===== src/rtl/stage_if_pkg.sv =====
// rtl/stage_if_pkg.sv - shared widths, constants and FSM encoding for the fetch stage
package stage_if_pkg;

    localparam int          INST_ADDR_BUS    = 32;
    localparam int          INST_BUS         = 32;
    localparam logic [31:0] ZERO_WORD        = 32'h0000_0000;
    localparam logic [31:0] RESET_PC_DEFAULT = 32'hBFC0_0000;

    // FETCH: a request for pc is outstanding. HOLD: skid full, no request.
    typedef enum logic {
        ST_FETCH = 1'b0,
        ST_HOLD  = 1'b1
    } if_state_t;

endpackage


===== src/rtl/if_skid_buf.sv =====
// rtl/if_skid_buf.sv - one-entry {pc, inst} skid buffer for the fetch stage
//
// Ports: clk, rst (sync, active-high); load captures {load_pc, load_inst} and
// sets full; unload clears full. pc/inst present the held entry.
module if_skid_buf
    import stage_if_pkg::*;
(
    input  logic                     clk,
    input  logic                     rst,
    input  logic                     load,
    input  logic                     unload,
    input  logic [INST_ADDR_BUS-1:0] load_pc,
    input  logic [INST_BUS-1:0]      load_inst,
    output logic                     full,
    output logic [INST_ADDR_BUS-1:0] pc,
    output logic [INST_BUS-1:0]      inst
);

    always_ff @(posedge clk) begin
        if (rst) begin
            full <= 1'b0;
            pc   <= ZERO_WORD;
            inst <= ZERO_WORD;
        end else if (load) begin
            full <= 1'b1;
            pc   <= load_pc;
            inst <= load_inst;
        end else if (unload) begin
            full <= 1'b0;
        end
    end

endmodule


===== src/rtl/stage_if.sv =====
// rtl/stage_if.sv - MIPS instruction fetch stage with IF/ID register and skid buffer
//
// Ports: clk, rst (sync, active-high); imem_req/imem_addr/imem_ack/imem_rdata
// one-outstanding fetch handshake; stall from the controller; br/br_addr
// redirect from decode; id_pc/id_inst/id_valid/id_in_delay_slot to decode;
// stallreq flags a pending fetch bubble.
// Optional macro IF_PERF_CNT_EN adds perf_fetch_cnt and perf_wait_cnt.
module stage_if
    import stage_if_pkg::*;
#(
    parameter logic [INST_ADDR_BUS-1:0] RESET_PC = RESET_PC_DEFAULT
) (
    input  logic                     clk,
    input  logic                     rst,
    output logic                     imem_req,
    output logic [INST_ADDR_BUS-1:0] imem_addr,
    input  logic                     imem_ack,
    input  logic [INST_BUS-1:0]      imem_rdata,
    input  logic                     stall,
    input  logic                     br,
    input  logic [INST_ADDR_BUS-1:0] br_addr,
    output logic [INST_ADDR_BUS-1:0] id_pc,
    output logic [INST_BUS-1:0]      id_inst,
    output logic                     id_valid,
    output logic                     id_in_delay_slot,
    output logic                     stallreq
`ifdef IF_PERF_CNT_EN
    ,
    output logic [31:0]              perf_fetch_cnt,
    output logic [31:0]              perf_wait_cnt
`endif
);

    if_state_t                  state;
    logic [INST_ADDR_BUS-1:0]   pc;
    logic                       pend_v;
    logic [INST_ADDR_BUS-1:0]   pend_addr;
    logic                       ds_flag;

    logic                       skid_full;
    logic [INST_ADDR_BUS-1:0]   skid_pc;
    logic [INST_BUS-1:0]        skid_inst;

    logic                       br_take;
    logic [INST_ADDR_BUS-1:0]   next_pc;
    logic                       fetch_ack;
    logic                       skid_load;
    logic                       skid_unload;
    logic                       deliver;

    // A redirect only counts when the branch really sits in decode and moves on.
    assign br_take     = br && id_valid && !stall;
    assign next_pc     = br_take ? br_addr : (pend_v ? pend_addr : pc + 32'd4);
    assign fetch_ack   = (state == ST_FETCH) && imem_ack;
    assign skid_load   = fetch_ack && stall;
    assign skid_unload = (state == ST_HOLD) && !stall && skid_full;
    assign deliver     = (fetch_ack && !stall) || skid_unload;

    assign imem_req  = (state == ST_FETCH);
    assign imem_addr = pc;
    assign stallreq  = (state == ST_FETCH) && !imem_ack;

    if_skid_buf u_skid (
        .clk       (clk),
        .rst       (rst),
        .load      (skid_load),
        .unload    (skid_unload),
        .load_pc   (pc),
        .load_inst (imem_rdata),
        .full      (skid_full),
        .pc        (skid_pc),
        .inst      (skid_inst)
    );

    always_ff @(posedge clk) begin
        if (rst) begin
            state            <= ST_FETCH;
            pc               <= RESET_PC;
            pend_v           <= 1'b0;
            pend_addr        <= ZERO_WORD;
            ds_flag          <= 1'b0;
            id_pc            <= ZERO_WORD;
            id_inst          <= ZERO_WORD;
            id_valid         <= 1'b0;
            id_in_delay_slot <= 1'b0;
        end else begin
            if (state == ST_FETCH) begin
                if (imem_ack) begin
                    pc     <= next_pc;
                    pend_v <= 1'b0;
                    if (stall) begin
                        state <= ST_HOLD;
                    end
                end else if (br_take) begin
                    // The word in flight is the delay slot; remember the target.
                    pend_v    <= 1'b1;
                    pend_addr <= br_addr;
                end
            end else if (skid_unload) begin
                state <= ST_FETCH;
                // pc already points past the skid word, which is the delay slot.
                if (br_take) begin
                    pc <= br_addr;
                end
            end

            if (deliver) begin
                id_valid         <= 1'b1;
                id_pc            <= skid_unload ? skid_pc : pc;
                id_inst          <= skid_unload ? skid_inst : imem_rdata;
                id_in_delay_slot <= ds_flag || br_take;
                ds_flag          <= 1'b0;
            end else if (!stall) begin
                id_valid         <= 1'b0;
                id_inst          <= ZERO_WORD;
                id_in_delay_slot <= 1'b0;
                if (br_take) begin
                    ds_flag <= 1'b1;
                end
            end
        end
    end

`ifdef IF_PERF_CNT_EN
    always_ff @(posedge clk) begin
        if (rst) begin
            perf_fetch_cnt <= 32'd0;
            perf_wait_cnt  <= 32'd0;
        end else begin
            if (deliver) begin
                perf_fetch_cnt <= perf_fetch_cnt + 32'd1;
            end
            if (stallreq) begin
                perf_wait_cnt <= perf_wait_cnt + 32'd1;
            end
        end
    end
`endif

endmodule


===== config.mk =====
export PLATFORM = sky130hd
export DESIGN_NAME = stage_if
export DESIGN_NICKNAME = d
export VERILOG_FILES = /design/src/rtl/stage_if_pkg.sv /design/src/rtl/if_skid_buf.sv /design/src/rtl/stage_if.sv
export SDC_FILE = /design/constraint.sdc
export NUM_CORES = 1
export LEC_CHECK = 0
export CAP_MARGIN = 25
export CORE_ASPECT_RATIO = 2
export CORE_MARGIN = 2
export CORE_UTILIZATION = 35
export CTS_BUF_LIST = sky130_fd_sc_hd__clkbuf_4 sky130_fd_sc_hd__clkbuf_8
export CTS_CLUSTER_SIZE = 24
export DETAILED_ROUTE_END_ITERATION = 7
export SLEW_MARGIN = 20
export SYNTH_ARGS = -nofsm -noshare
export SYNTH_HDL_FRONTEND = slang
export SYNTH_SLANG_ARGS = --single-unit

===== constraint.sdc =====
create_clock -name clk -period 6.1 [get_ports clk]
set_clock_uncertainty 0.2 [all_clocks]
set_input_delay 0.61 -clock clk [delete_from_list [all_inputs] [get_ports clk]]
set_output_delay 0.61 -clock clk [all_outputs]
set_load 0.01 [all_outputs]

==> impl_metrics.ini, run 1 <==
[cts]
root_buffer = clkbuf_8
hold_buffers = 0
numCtsBuffers = 17
clk_pin_slew_ns = 0.09
htreeDepth = 4
clk_latency_ns = 0.50
post_cts_buffers = 0
clockBufferDepth = 2
cts_tree = built
cts.sinks = 198
ctsResizeCount = 0

[min_path]
hold_depth = 2
hold_path_class = in -> reg
min_to = u_skid.pc[26]
min_from = rst

[synth]
synth_compound_area_share_pct = 19.1
synth-xor-area-share_pct = 1.11
synthMuxAreaShare_pct = 7.96
synth_edf_count = 0
synth_fp_nets = 1132
synth_cell_type_count = 64
avgSynthCellArea_sq_um = 8.18
synth_cells = 1062
synth_fa_ha_area_share_pct = 0.144
synthFlopType = dfxtp_1
async_flop_share_pct = 0
synth_seq_cells = 198
synth_top_family_by_area = simple AND/OR/NAND/NOR gates
ys.warnings.count = 0
yosysSeqAreaShare_pct = 45.6
yosys.area_share.simple_pct = 21.0
syn_area_sq_um = 8690

[setup_path]
timing.rr.end = id_inst[11]
reg2regPathDepth = 6
rr_startpoint = state
required_ns = 6.29
r2r_slack_ns = 2.98
critPathMaxFanout = 20
criticalPathCategory = in -> reg
cp.arrival_ns = 3.44
setup.worst_path.end_class = flop
start_kind = input port

[sta]
hold_viol = 0
fmax_mhz = 308
setup_viol = 0
rsz0062_at_grt = false
hold_slack_ns = 0.245
fin_ws_ns = 2.85
worst_pin_slew_ns = 1.01
setup_tns_ns = 0
period_needed_ns = 3.25
slew-limit-headroom_pct = 32.4
drv_slew = 0
period_share_pct = 53.2

[global_routing]
gr-max-usage-layer = met2
grt_usage_pct = 20.2
antenna_found_initial = 1
globalRouteMet1Util_pct = 22.3
grt_pass1_wl_um = 40500
grt_util_met2_pct = 36.1
grt_pass1_vias = 7390
grt_overflow = 0
grt_max_degree = 75
met3_usage_pct = 3.66

[die]
coreArea_sq_um = 24400
fp.dieArea_sq_um = 26200
rows = 81
initial_core_util_pct = 35.6
die-height_um = 227
die_x_um = 115
io-pin-count = 169

[drt]
viasPerCell = 5.22
drt_first_pass_iters = 6
drtIter0Drc = 622
vias = 7952
wire_per_inst_um = 17.4
postRouteAntennaNets = 0
drc = 0
routed_wirelength_um = 26500

[final_layout]
areaGrowthSynthToFinish_pct = 25.5
final_cells = 1522
num-nets-final = 1246
stdcell_area_sq_um = 10900
fin_util_pct = 44.6
drive_gt1_share_pct = 5.89

[place]
place_area_sq_um = 10500
port_buffers = 168
gp_congestion = 0.845
pre_cts_slack_ns = 2.36
placed_cells = 1489
hpwl_um = 18100

[status]
status = complete, no violations

[power_and_ir_drop]
vdd_ir_drop_max_v = 0.000102
p_total_mw = 2.64
powerDensity_nw_per_um2 = 242
p_leak_nw = 4.11

[flow_run]
maxCapViolations = 0
==> worst max path at each step <==
stage               startpoint       endpoint  slack, ns  cells after the start
finish                   stall  imem_addr[23]       2.85                      7
global route             state     id_inst[1]       2.70                      6
CTS                      stall  imem_addr[23]       2.91                      7
detailed placement       stall  imem_addr[23]       2.36                      7
global placement         stall  imem_addr[23]       2.45                      7
floorplan                stall  imem_addr[23]       3.97                      5
==> sequential cells by signal (all words and copies together) (netlist names) <==
name,cells
id_inst,32
u_skid.inst,32
u_skid.full,1
ds_flag,1
state,1
u_skid.pc,32
id_in_delay_slot,1
id_valid,1
pend_addr,32
imem_addr,32
pend_v,1
id_pc,32
==> worst max-delay path, cell delays in order <==
cell	delay, ns
clkdlybuf4s50_1	0.64
and3b_1	0.37
a31oi_2	0.67
buf_4	0.38
nor2_1	0.12
a221o_1	0.38
a211o_1	0.26
==> per-layer routing <==
layer | wire length, um | up-vias
met3 | 1130 | 57
met4 | 1080 | 0
met5 | 0 | -
met2 | 13900 | 259
li1 | - | 3927
met1 | 10400 | 3709
==> cells by family after synthesis <==
family	Yosys count
fa+ha+maj	1
compound gates	278
mux	69
xor+xnor	11
simple gates	411
buf+inv	94
flops	198
==> power breakdown <==
| group | internal, mW | switching, mW |
|---|---|---|
| combinational | 0.188 | 0.206 |
| clock | 0.350 | 0.479 |
| sequential | 1.35 | 0.0651 |
| total | 1.89 | 0.750 |
==> cell usage in the layout (no fill, tap or decap), types with 5 or more instances in the layout <==
cell type,count
a221oi_1,5
o211ai_1,9
clkbuf_8,22
dfxtp_1,198
buf_4,17
o21ai_0,40
inv_1,5
o21ai_1,21
a21oi_1,125
mux2i_1,68
nor2_1,49
clkdlybuf4s50_1,167
nand3_1,14
xnor2_1,7
a211oi_1,38
nand2b_1,5
and3_1,11
nand4_1,10
nand2_1,270
or3_1,5
nor3_1,17
==> synthesized netlist by cell type (6+ instances only) <==
cell | n | area share (%)
a21oi_1 | 126 | 7.3
nand2_1 | 271 | 12
o211ai_1 | 9 | 0.78
nand3_1 | 14 | 0.81
a211oi_1 | 38 | 3.3
mux2i_1 | 68 | 7.8
clkbuf_1 | 56 | 2.4
nor3_1 | 18 | 1.0
nand4_1 | 10 | 0.72
o21ai_0 | 40 | 2.3
xnor2_1 | 7 | 0.71
and3_1 | 11 | 0.79
o21ai_1 | 22 | 1.3
buf_6 | 6 | 0.78
nor2_1 | 49 | 2.1
dfxtp_1 | 198 | 46
buf_2 | 16 | 0.92
==> cell type report <==
type                            instances  area (sq um)
Sequential cell                       198          3960
Clock buffer                           24           318
Tap cell                              332           415
Multi-Input combinational cell        770          4320
Fill cell                            2468         13500
Inverter                                5          18.8
Timing Repair Buffer                  184          1800
Antenna cell                            1          2.50
Clock inverter                          8          62.6
No activity file was read; power rests on OpenSTA's default activity.
==> inputs of run 2 (changes only) <==
Clock period 6.1 ns to 2.64 ns, I/O delays scaled along.
==> run 2 against run 1 <==
Setup slack worse by 2.6 ns. Via count increased by 1.1%. Sequential power is 130% higher. Largest cell class unchanged.
==> impl_metrics.ini, run 2 (synthesis results as in run 1) <==
[status]
status = complete, no violations

[global_routing]
grt_usage_pct = 20.3
grt_pass1_wl_um = 41000
grt_overflow = 0
grt_pass1_vias = 7470
grt_max_degree = 95
antenna_found_initial = 1

[sta]
fmax_mhz = 420
hold_viol = 0
rsz0062_at_grt = false
slew-limit-headroom_pct = 42.8
period_share_pct = 90.3
drv_slew = 0
worst_pin_slew_ns = 0.852
setup_viol = 0
period_needed_ns = 2.38
setup_tns_ns = 0

[die]
coreArea_sq_um = 24400
initial_core_util_pct = 35.6
fp.dieArea_sq_um = 26200
rows = 81
die_x_um = 115
io-pin-count = 169
die-height_um = 227

[setup_path]
critPathMaxFanout = 16
criticalPathCategory = reg -> out
setup.worst_path.end_class = primary output
cp.arrival_ns = 1.92
required_ns = 2.18
start_kind = flop

[final_layout]
mostFrequentLayoutCells = nand2_1 (270), dfxtp_1 (198), clkdlybuf4s50_1 (167), a21oi_1 (125), mux2i_1 (68)
drive_gt1_share_pct = 9.02
fill_cells = 2409
stdcell_area_sq_um = 11300
num-nets-final = 1288
areaGrowthSynthToFinish_pct = 30.5
multiInputGateArea_sq_um = 4320
final_common_cell = nand2_1
seq_area_sq_um = 3960

[cts]
root_buffer = clkbuf_8
cts_tree = built
htreeDepth = 4
clockBufferDepth = 2
cts.sinks = 198
ctsResizeCount = 0
numCtsBuffers = 17
clk_latency_ns = 0.49
clk_pin_slew_ns = 0.11

[drt]
routed_wirelength_um = 26600
drtIter0Drc = 614
postRouteAntennaNets = 0
vias = 8039
wire_per_inst_um = 17.0
drc = 0
viasPerCell = 5.14
drt_first_pass_iters = 5

[place]
hpwl_um = 18900
place_area_sq_um = 10900
gp_congestion = 0.854
port_buffers = 168

[power_and_ir_drop]
p_leak_nw = 4.37
p_comb_share_pct = 16.0
seqPwrFrac_pct = 50.5
powerDensity_nw_per_um2 = 564
p_sw_mw = 1.80
intPower_mw = 4.60
swShare_pct = 28.1
vdd_ir_drop_max_v = 0.000342
power.share.clock_pct = 33.4

[flow_run]
maxCapViolations = 0

[min_path]
hold_path_class = in -> reg
-- run 2: metal layers --
metal / track usage, % / up-vias / routed length [um]
met5: 0 / - / 0
met4: 9.52 / 0 / 894
met3: 2.57 / 43 / 971
met2: 36.4 / 231 / 14000
met1: 23.5 / 3755 / 10700
li1: - / 4010 / -
-- run 2: critical path, cell delays in order, from the launching register on --
cell	delay, ns
dfxtp_1	0.69
inv_1	0.20
clkdlybuf4s50_1	0.53
-- run 2: timing repair --
| action | CTS | global route |
|---|---|---|
| setup buffers | 0 | 0 |
| hold endpoints to repair | 13 | 0 |
| endpoints found under the setup margin | 0 | 0 |
| hold buffers | 1 | 0 |
-- run 2: final timing paths --
path                            slack (ns)           start  depth (start not counted)              end
worst min-delay path                  0.14  imem_rdata[28]                          3  u_skid.inst[28]
worst max register to register        0.32           state                          6     imem_addr[4]
worst max-delay path                  0.26           state                          2         imem_req
worst min register to register        0.25      id_inst[7]                          2       id_inst[7]
-- run 2: area by class of cell --
cell class,instances,area share (%)
antenna,1,0.0221
clock buffer,18,2.13
clock inverter,14,1.68
inverter,5,0.166
multi-input combinational,770,38.1
sequential,198,35.0
tap,332,3.66
timing repair buffer,226,19.3
-- run 2: stage by stage --
| stage | worst slack, ns | power (mW) | utilization [%] | instances | hold WS (ns) |
|---|---|---|---|---|---|
| 2_1_floorplan | 0.508 | 3.79 | - | 1062 | 0.182 |
| 3_3_place_gp | 0.274 | 4.31 | 44.6 | 1530 | 0.234 |
| 3_5_place_dp | 0.266 | 4.33 | 44.6 | 1530 | 0.241 |
| 4_1_cts | 0.250 | 6.47 | 46.4 | 1563 | 0.100 |
| 5_1_grt | 0.153 | 6.69 | 46.4 | 1564 | 0.126 |
| 6_report | 0.256 | 6.39 | 46.4 | 1564 | 0.144 |
-- run 2: power groups by stage --
stage	Clock [mW]	Sequential (mW)	Combinational (mW)
after floorplan	0	3.33	0.463
after global placement	0	3.30	1.02
after detailed placement	0	3.30	1.03
after CTS	2.21	3.23	1.03
after global routing	2.32	3.25	1.12
final	2.14	3.23	1.03
==> inputs of run 3 (changes only) <==
Settings changed: TNS_END_PERCENT set to 30.
==> results of run 3 <==
No change in the layout: final DEF, timing and power equal those of run 2.
